### src/rtl/rx78_pkg.sv
// Shared constants and types for the RX-78 keyboard/joystick matrix.
// The decode struct carries one scancode event through the two-stage update pipeline.
package rx78_pkg;

    localparam int KBD_ROWS = 9;
    localparam int KBD_COLS = 8;

    localparam logic [3:0] JOY1_ROW = 4'd9;
    localparam logic [3:0] JOY2_ROW = 4'd10;

    localparam int JOY_RIGHT = 0;
    localparam int JOY_LEFT  = 1;
    localparam int JOY_DOWN  = 2;
    localparam int JOY_UP    = 3;
    localparam int JOY_FIRE1 = 4;
    localparam int JOY_FIRE2 = 5;

    typedef struct packed {
        logic       valid;
        logic [3:0] row;
        logic [2:0] col;
        logic       press;
    } kbd_dec_t;

    // Joystick rows present the six button bits in their native order, top two bits zero.
    function automatic logic [7:0] joy_row(input logic [5:0] j);
        return {2'b00, j[JOY_FIRE2], j[JOY_FIRE1], j[JOY_UP],
                j[JOY_DOWN], j[JOY_LEFT], j[JOY_RIGHT]};
    endfunction

endpackage

### src/rtl/rx78_kbd_decode.sv
// Combinational PS/2 set-2 scancode lookup: {extended, code} -> matrix row/column.
// Anything not listed decodes as invalid and never touches the matrix.
import rx78_pkg::*;

module rx78_kbd_decode (
    input  logic       i_ext,
    input  logic [7:0] i_code,
    output logic       o_valid,
    output logic [3:0] o_row,
    output logic [2:0] o_col
);

    logic [6:0] w_pos;
    logic       w_hit;

    always_comb begin
        w_hit = 1'b1;
        w_pos = 7'd0;
        case ({i_ext, i_code})
            // row 0: digits 0-7
            9'h045: w_pos = {4'd0, 3'd0};
            9'h016: w_pos = {4'd0, 3'd1};
            9'h01E: w_pos = {4'd0, 3'd2};
            9'h026: w_pos = {4'd0, 3'd3};
            9'h025: w_pos = {4'd0, 3'd4};
            9'h02E: w_pos = {4'd0, 3'd5};
            9'h036: w_pos = {4'd0, 3'd6};
            9'h03D: w_pos = {4'd0, 3'd7};
            // row 1: 8 9 - = ; ' , .
            9'h03E: w_pos = {4'd1, 3'd0};
            9'h046: w_pos = {4'd1, 3'd1};
            9'h04E: w_pos = {4'd1, 3'd2};
            9'h055: w_pos = {4'd1, 3'd3};
            9'h04C: w_pos = {4'd1, 3'd4};
            9'h052: w_pos = {4'd1, 3'd5};
            9'h041: w_pos = {4'd1, 3'd6};
            9'h049: w_pos = {4'd1, 3'd7};
            // row 2: / A-G
            9'h04A: w_pos = {4'd2, 3'd0};
            9'h01C: w_pos = {4'd2, 3'd1};
            9'h032: w_pos = {4'd2, 3'd2};
            9'h021: w_pos = {4'd2, 3'd3};
            9'h023: w_pos = {4'd2, 3'd4};
            9'h024: w_pos = {4'd2, 3'd5};
            9'h02B: w_pos = {4'd2, 3'd6};
            9'h034: w_pos = {4'd2, 3'd7};
            // row 3: H-O
            9'h033: w_pos = {4'd3, 3'd0};
            9'h043: w_pos = {4'd3, 3'd1};
            9'h03B: w_pos = {4'd3, 3'd2};
            9'h042: w_pos = {4'd3, 3'd3};
            9'h04B: w_pos = {4'd3, 3'd4};
            9'h03A: w_pos = {4'd3, 3'd5};
            9'h031: w_pos = {4'd3, 3'd6};
            9'h044: w_pos = {4'd3, 3'd7};
            // row 4: P-W
            9'h04D: w_pos = {4'd4, 3'd0};
            9'h015: w_pos = {4'd4, 3'd1};
            9'h02D: w_pos = {4'd4, 3'd2};
            9'h01B: w_pos = {4'd4, 3'd3};
            9'h02C: w_pos = {4'd4, 3'd4};
            9'h03C: w_pos = {4'd4, 3'd5};
            9'h02A: w_pos = {4'd4, 3'd6};
            9'h01D: w_pos = {4'd4, 3'd7};
            // row 5: X Y Z [ \ ] ` backspace
            9'h022: w_pos = {4'd5, 3'd0};
            9'h035: w_pos = {4'd5, 3'd1};
            9'h01A: w_pos = {4'd5, 3'd2};
            9'h054: w_pos = {4'd5, 3'd3};
            9'h05D: w_pos = {4'd5, 3'd4};
            9'h05B: w_pos = {4'd5, 3'd5};
            9'h00E: w_pos = {4'd5, 3'd6};
            9'h066: w_pos = {4'd5, 3'd7};
            // row 6: F1-F5, enter, esc, delete
            9'h005: w_pos = {4'd6, 3'd0};
            9'h006: w_pos = {4'd6, 3'd1};
            9'h004: w_pos = {4'd6, 3'd2};
            9'h00C: w_pos = {4'd6, 3'd3};
            9'h003: w_pos = {4'd6, 3'd4};
            9'h05A: w_pos = {4'd6, 3'd5};
            9'h076: w_pos = {4'd6, 3'd6};
            9'h171: w_pos = {4'd6, 3'd7};
            // row 7: both shifts share col 0, then modifiers and editing keys
            9'h012, 9'h059: w_pos = {4'd7, 3'd0};
            9'h014: w_pos = {4'd7, 3'd1};
            9'h011: w_pos = {4'd7, 3'd2};
            9'h058: w_pos = {4'd7, 3'd3};
            9'h16C: w_pos = {4'd7, 3'd4};
            9'h170: w_pos = {4'd7, 3'd5};
            9'h169: w_pos = {4'd7, 3'd6};
            9'h00D: w_pos = {4'd7, 3'd7};
            // row 8: space, cursor keys, page keys, right ctrl
            9'h029: w_pos = {4'd8, 3'd0};
            9'h174: w_pos = {4'd8, 3'd1};
            9'h16B: w_pos = {4'd8, 3'd2};
            9'h172: w_pos = {4'd8, 3'd3};
            9'h175: w_pos = {4'd8, 3'd4};
            9'h17D: w_pos = {4'd8, 3'd5};
            9'h17A: w_pos = {4'd8, 3'd6};
            9'h114: w_pos = {4'd8, 3'd7};
            default: begin
                w_hit = 1'b0;
                w_pos = 7'd0;
            end
        endcase
    end

    assign o_valid = w_hit;
    assign o_row   = w_pos[6:3];
    assign o_col   = w_pos[2:0];

endmodule

### src/rtl/rx78_kbd_matrix.sv
// PS/2 key events -> 9x8 keyboard matrix, plus two joystick rows, read back by row select.
// Pipeline: toggle detect + decode register, then matrix write, then registered column read.
import rx78_pkg::*;

module rx78_kbd_matrix (
    input  logic        clk,
    input  logic        reset,
    input  logic [10:0] ps2_key,
    input  logic [31:0] joy1,
    input  logic [31:0] joy2,
    input  logic [3:0]  row_sel,
    output logic [7:0]  col_data,
    output logic        any_key
);

    logic                          r_arm_pend;
    logic                          r_tog;
    kbd_dec_t                      r_dec;
    logic [KBD_ROWS-1:0][KBD_COLS-1:0] r_matrix;
    logic [7:0]                    r_col_data;
    logic                          r_any_key;

    logic       w_new_evt;
    logic       w_lut_valid;
    logic [3:0] w_lut_row;
    logic [2:0] w_lut_col;
    logic [7:0] w_col_next;
    logic       w_unused_joy;

    // The arm cycle after reset only learns the current toggle level, so a toggle
    // that happens to be 1 at reset release is not mistaken for a new event.
    assign w_new_evt = !r_arm_pend && (ps2_key[10] != r_tog);

    rx78_kbd_decode u_decode (
        .i_ext   (ps2_key[8]),
        .i_code  (ps2_key[7:0]),
        .o_valid (w_lut_valid),
        .o_row   (w_lut_row),
        .o_col   (w_lut_col)
    );

    always_ff @(posedge clk or posedge reset) begin
        if (reset) begin
            r_arm_pend <= 1'b1;
            r_tog      <= 1'b0;
            r_dec      <= '0;
        end else begin
            r_arm_pend  <= 1'b0;
            r_tog       <= ps2_key[10];
            r_dec.valid <= w_new_evt && w_lut_valid;
            r_dec.row   <= w_lut_row;
            r_dec.col   <= w_lut_col;
            r_dec.press <= ps2_key[9];
        end
    end

    always_ff @(posedge clk or posedge reset) begin
        if (reset) begin
            r_matrix <= '0;
        end else if (r_dec.valid) begin
            r_matrix[r_dec.row][r_dec.col] <= r_dec.press;
        end
    end

    always_comb begin
        w_col_next = 8'h00;
        if (row_sel < 4'(KBD_ROWS)) begin
            w_col_next = r_matrix[row_sel];
        end else if (row_sel == JOY1_ROW) begin
            w_col_next = joy_row(joy1[5:0]);
        end else if (row_sel == JOY2_ROW) begin
            w_col_next = joy_row(joy2[5:0]);
        end
    end

    assign w_unused_joy = ^{joy1[31:6], joy2[31:6]};

    always_ff @(posedge clk or posedge reset) begin
        if (reset) begin
            r_col_data <= 8'h00;
            r_any_key  <= 1'b0;
        end else begin
            r_col_data <= w_col_next;
            r_any_key  <= |r_matrix;
        end
    end

    assign col_data = r_col_data;
    assign any_key  = r_any_key;

endmodule

### config.mk
export PLATFORM = sky130hd
export DESIGN_NAME = rx78_kbd_matrix
export DESIGN_NICKNAME = d
export VERILOG_FILES = /design/src/rtl/rx78_pkg.sv /design/src/rtl/rx78_kbd_decode.sv /design/src/rtl/rx78_kbd_matrix.sv
export SDC_FILE = /design/constraint.sdc
export NUM_CORES = 1
export LEC_CHECK = 0
export CORE_MARGIN = 5
export CORE_UTILIZATION = 40
export DETAILED_ROUTE_END_ITERATION = 8
export PLACE_DENSITY_LB_ADDON = 0.15
export SETUP_SLACK_MARGIN = 0.05
export SYNTH_ARGS = -nofsm -noshare
export SYNTH_HDL_FRONTEND = slang
export SYNTH_SLANG_ARGS = --single-unit
### constraint.sdc
create_clock -name clk -period 3.8 [get_ports clk]
set_clock_uncertainty 0.15 [all_clocks]
set_input_delay 1.14 -clock clk [delete_from_list [all_inputs] [get_ports clk]]
set_output_delay 1.14 -clock clk [all_outputs]
set_load 0.05 [all_outputs]
==> reports/qor.csv <==
metric,value,unit
cpMaxStageDelayCell,clkdlybuf4s50_1,
grt_pass1_vias,5536,
crit_path_frequent_cell,buf_4,
clock_sinks,92,
fmax,285,MHz
gp_congestion,0.921,
port_buffers,37,
ys.flop_type,dfrtp_1,
viasPerCell,6.07,
cts_max_level,3,
fillers,1408,
insertedDiodeCount,0,
syn_to_final_growth,21.5,%
critical_path_depth,9,
route.antenna.remaining_nets,0,
synth_top_family_by_area,simple AND/OR/NAND/NOR gates,
dr.pass1.iters,5,
power_density,310,mW/mm^2
core_area,0.0151,sq mm
antenna_found_initial,0,
critPathArrivalTime,3.56,ns
intPower,1.70,mW
p_leak,3.20,nW
hold_viol,0,
yosys.area.top_type,dfrtp_1,
final_cell_mix,"dfrtp_1, mux2_2, nand2_1",
fp.dieArea,0.0179,sq mm
setup_viol,0,
synth-seq-cells,92,
crit_end,r_dec[4],
synthAdderAreaFrac,0,%
worstSkewPairLatency,0.34,ns
wl_per_cell,21.6,um
ff2ff_path_depth,4,
synth.distinct_cells,84,
num_rows,45,
critPathLaunch,ps2_key[8],
fp.dieH,134,um
root_buffer,clkbuf_16,
drv_slew,0,
drc,0,
cts_resized,0,
min_path_type,register to register,
final_common_cell,dfrtp_1,
power.total,2.32,mW
synth_nets,707,
yosys-mux-area-fraction,19.9,%
synthCells,626,
seq_area_frac_synth,37.5,%
swShare,26.7,%
first_iter_violations,469,
synthSimpleGateAreaFrac,25.3,%
cpLargestDelayFamily,buffers and inverters,
synth_area_leaders,"dfrtp_1, mux2_2, mux4_2, nand2_1, nor2_1",
synthXorXnorAreaFrac,0.713,%
cp_data_required_time,3.85,ns
r2r_setup_slack,1.62,ns
p_comb_share,16.9,%
slew_headroom,27.7,%
rsz0062_at_grt,false,
p_sw,619,uW
ir_drop,0.209,mV
dp.cells,883,
cts_setup_buffers,0,
clk_pin_slew,0.06,ns
synth_async_sr_flop_share,100,%
pwr-share-clk,38.2,%
period_share,92.4,%
whs_path_depth,1,
wirelength,19400,um
reg2reg_to,r_matrix[59],
synth_compound_area_share,11.8,%
grt-ovfl-total,0,
drive_gt1_share,28.7,%
dr_total_vias,5456,
slowest_delay,0.68,ns
dp.final_hpwl,14600,um
critPathBufInv,4,
max-cap-violations,0,
worstSetupPathType,primary input to register,
reg2reg_from,r_dec[1],
initial_core_util,40.6,%
pin_count,90,
grt_max_degree,73,
synth-edff-count,0,
grt_use_total,22.2,%
sequentialPowerShare,44.9,%
clock_path_buffers,2,
outcome,"finished, final reports clean",
netlist.area_leader.share,37.1,%
yosysWarnings,0,
start_kind,primary input,
cp_cell_sequence,clkdlybuf4s50_1 -> buf_4 -> nor2_1 -> nand2_1 -> o22a_1 -> inv_1 -> a2111oi_0 -> buf_4 -> nand4_1,
worstSetupEndpointType,register,
stdcell_count,899,
nNetsFinal,787,
cts_made_buffers,9,
synth_area_per_cell,9.82,sq um
setup_tns,0,ns
grt_pass1_wl,31500,um
syn_area,0.00615,sq mm
worstMarginPinSlew,1.08,ns
dieWidth,134,um
postCtsHoldBufs,0,
cts_tree,built,
period_needed,3.51,ns
critPathMaxFanout,11,
## state kept, by name, summed over array words and instances (netlist names)
register and count:
col_data 8, r_tog 1, r_matrix 72, r_dec 9, any_key 1, r_arm_pend 1
## metal layers
| layer | GRT usage, % | part of all wire [%] |
|---|---|---|
| met5 | 0 | 0 |
| met1 | 26.8 | 40 |
| met3 | 2.89 | 4.6 |
| met4 | 9.26 | 4.0 |
| met2 | 39.8 | 52 |
## cell families (layout without fill, tap and decap cells)
family,after synthesis,in the layout
other cells,1,1
compound gates,98,98
flops,92,92
simple gates,283,283
mux,93,93
buf+inv,54,139
xor+xnor,5,5
## worst register-to-register path, stage by stage (launching register included)
cell and delay (ns):
dfrtp_1 0.54, nor2b_1 0.43, nand3_1 0.38, nor2_1 0.22, mux2_2 0.34
## cell type report
type                            instances  area [sq um]  share of cell area (%)
Clock buffer                           12           246                    3.30
Tap cell                              188           235                    3.15
Timing Repair Buffer                  113          1040                    13.9
Inverter                               10          40.0                   0.536
Clock inverter                          4          48.8                   0.654
Sequential cell                        92          2300                    30.9
Multi-Input combinational cell        480          3550                    47.5
## how the worst min path moves through the flow
stage	from	endpoint	slack, ns
5_1_grt	r_matrix[3]	r_matrix[3]	0.40
3_5_place_dp	r_matrix[39]	r_matrix[39]	0.37
3_3_place_gp	r_matrix[16]	r_matrix[16]	0.36
6_report	r_matrix[16]	r_matrix[16]	0.39
4_1_cts	r_matrix[39]	r_matrix[39]	0.38
2_1_floorplan	r_matrix[70]	col_data[6]	0.32
## cell usage after synthesis, drive strengths merged, types with 4 or more instances
cell type / number
a32oi: 8
xnor2: 4
nand2: 73
dfrtp: 91
nand4: 12
and2b: 4
inv: 10
nand3: 17
a21oi: 11
nor3: 14
nand3b: 4
nor2b: 14
nand2b: 13
o22ai: 7
or4b: 4
buf: 29
o21ai: 23
a31oi: 5
clkbuf: 15
a22oi: 4
nor3b: 5
mux4: 16
or4: 6
mux2: 74
a221o: 5
and2: 7
nor4: 28
nor4b: 4
nor2: 59
## per-stage QoR
stage | hold WS, ns | area, sq um | util, % | setup WS [ns]
after floorplan | 0.319 | 6150 | - | 0.120
after global placement | 0.359 | 7170 | 47.3 | -0.0630
after detailed placement | 0.371 | 7170 | 47.3 | -0.0131
after CTS | 0.384 | 7470 | 49.3 | 0.344
after global routing | 0.401 | 7470 | 49.3 | 0.213
final | 0.390 | 7470 | 49.3 | 0.290
## power groups by stage
stage               combinational (mW)  clock, mW  sequential (mW)
floorplan                        0.214          0             1.07
global placement                 0.393          0             1.06
detailed placement               0.393          0             1.06
CTS                              0.394      0.906             1.04
global route                     0.422      0.949             1.04
finish                           0.392      0.885             1.04
Power figures use the tool's default switching activity.
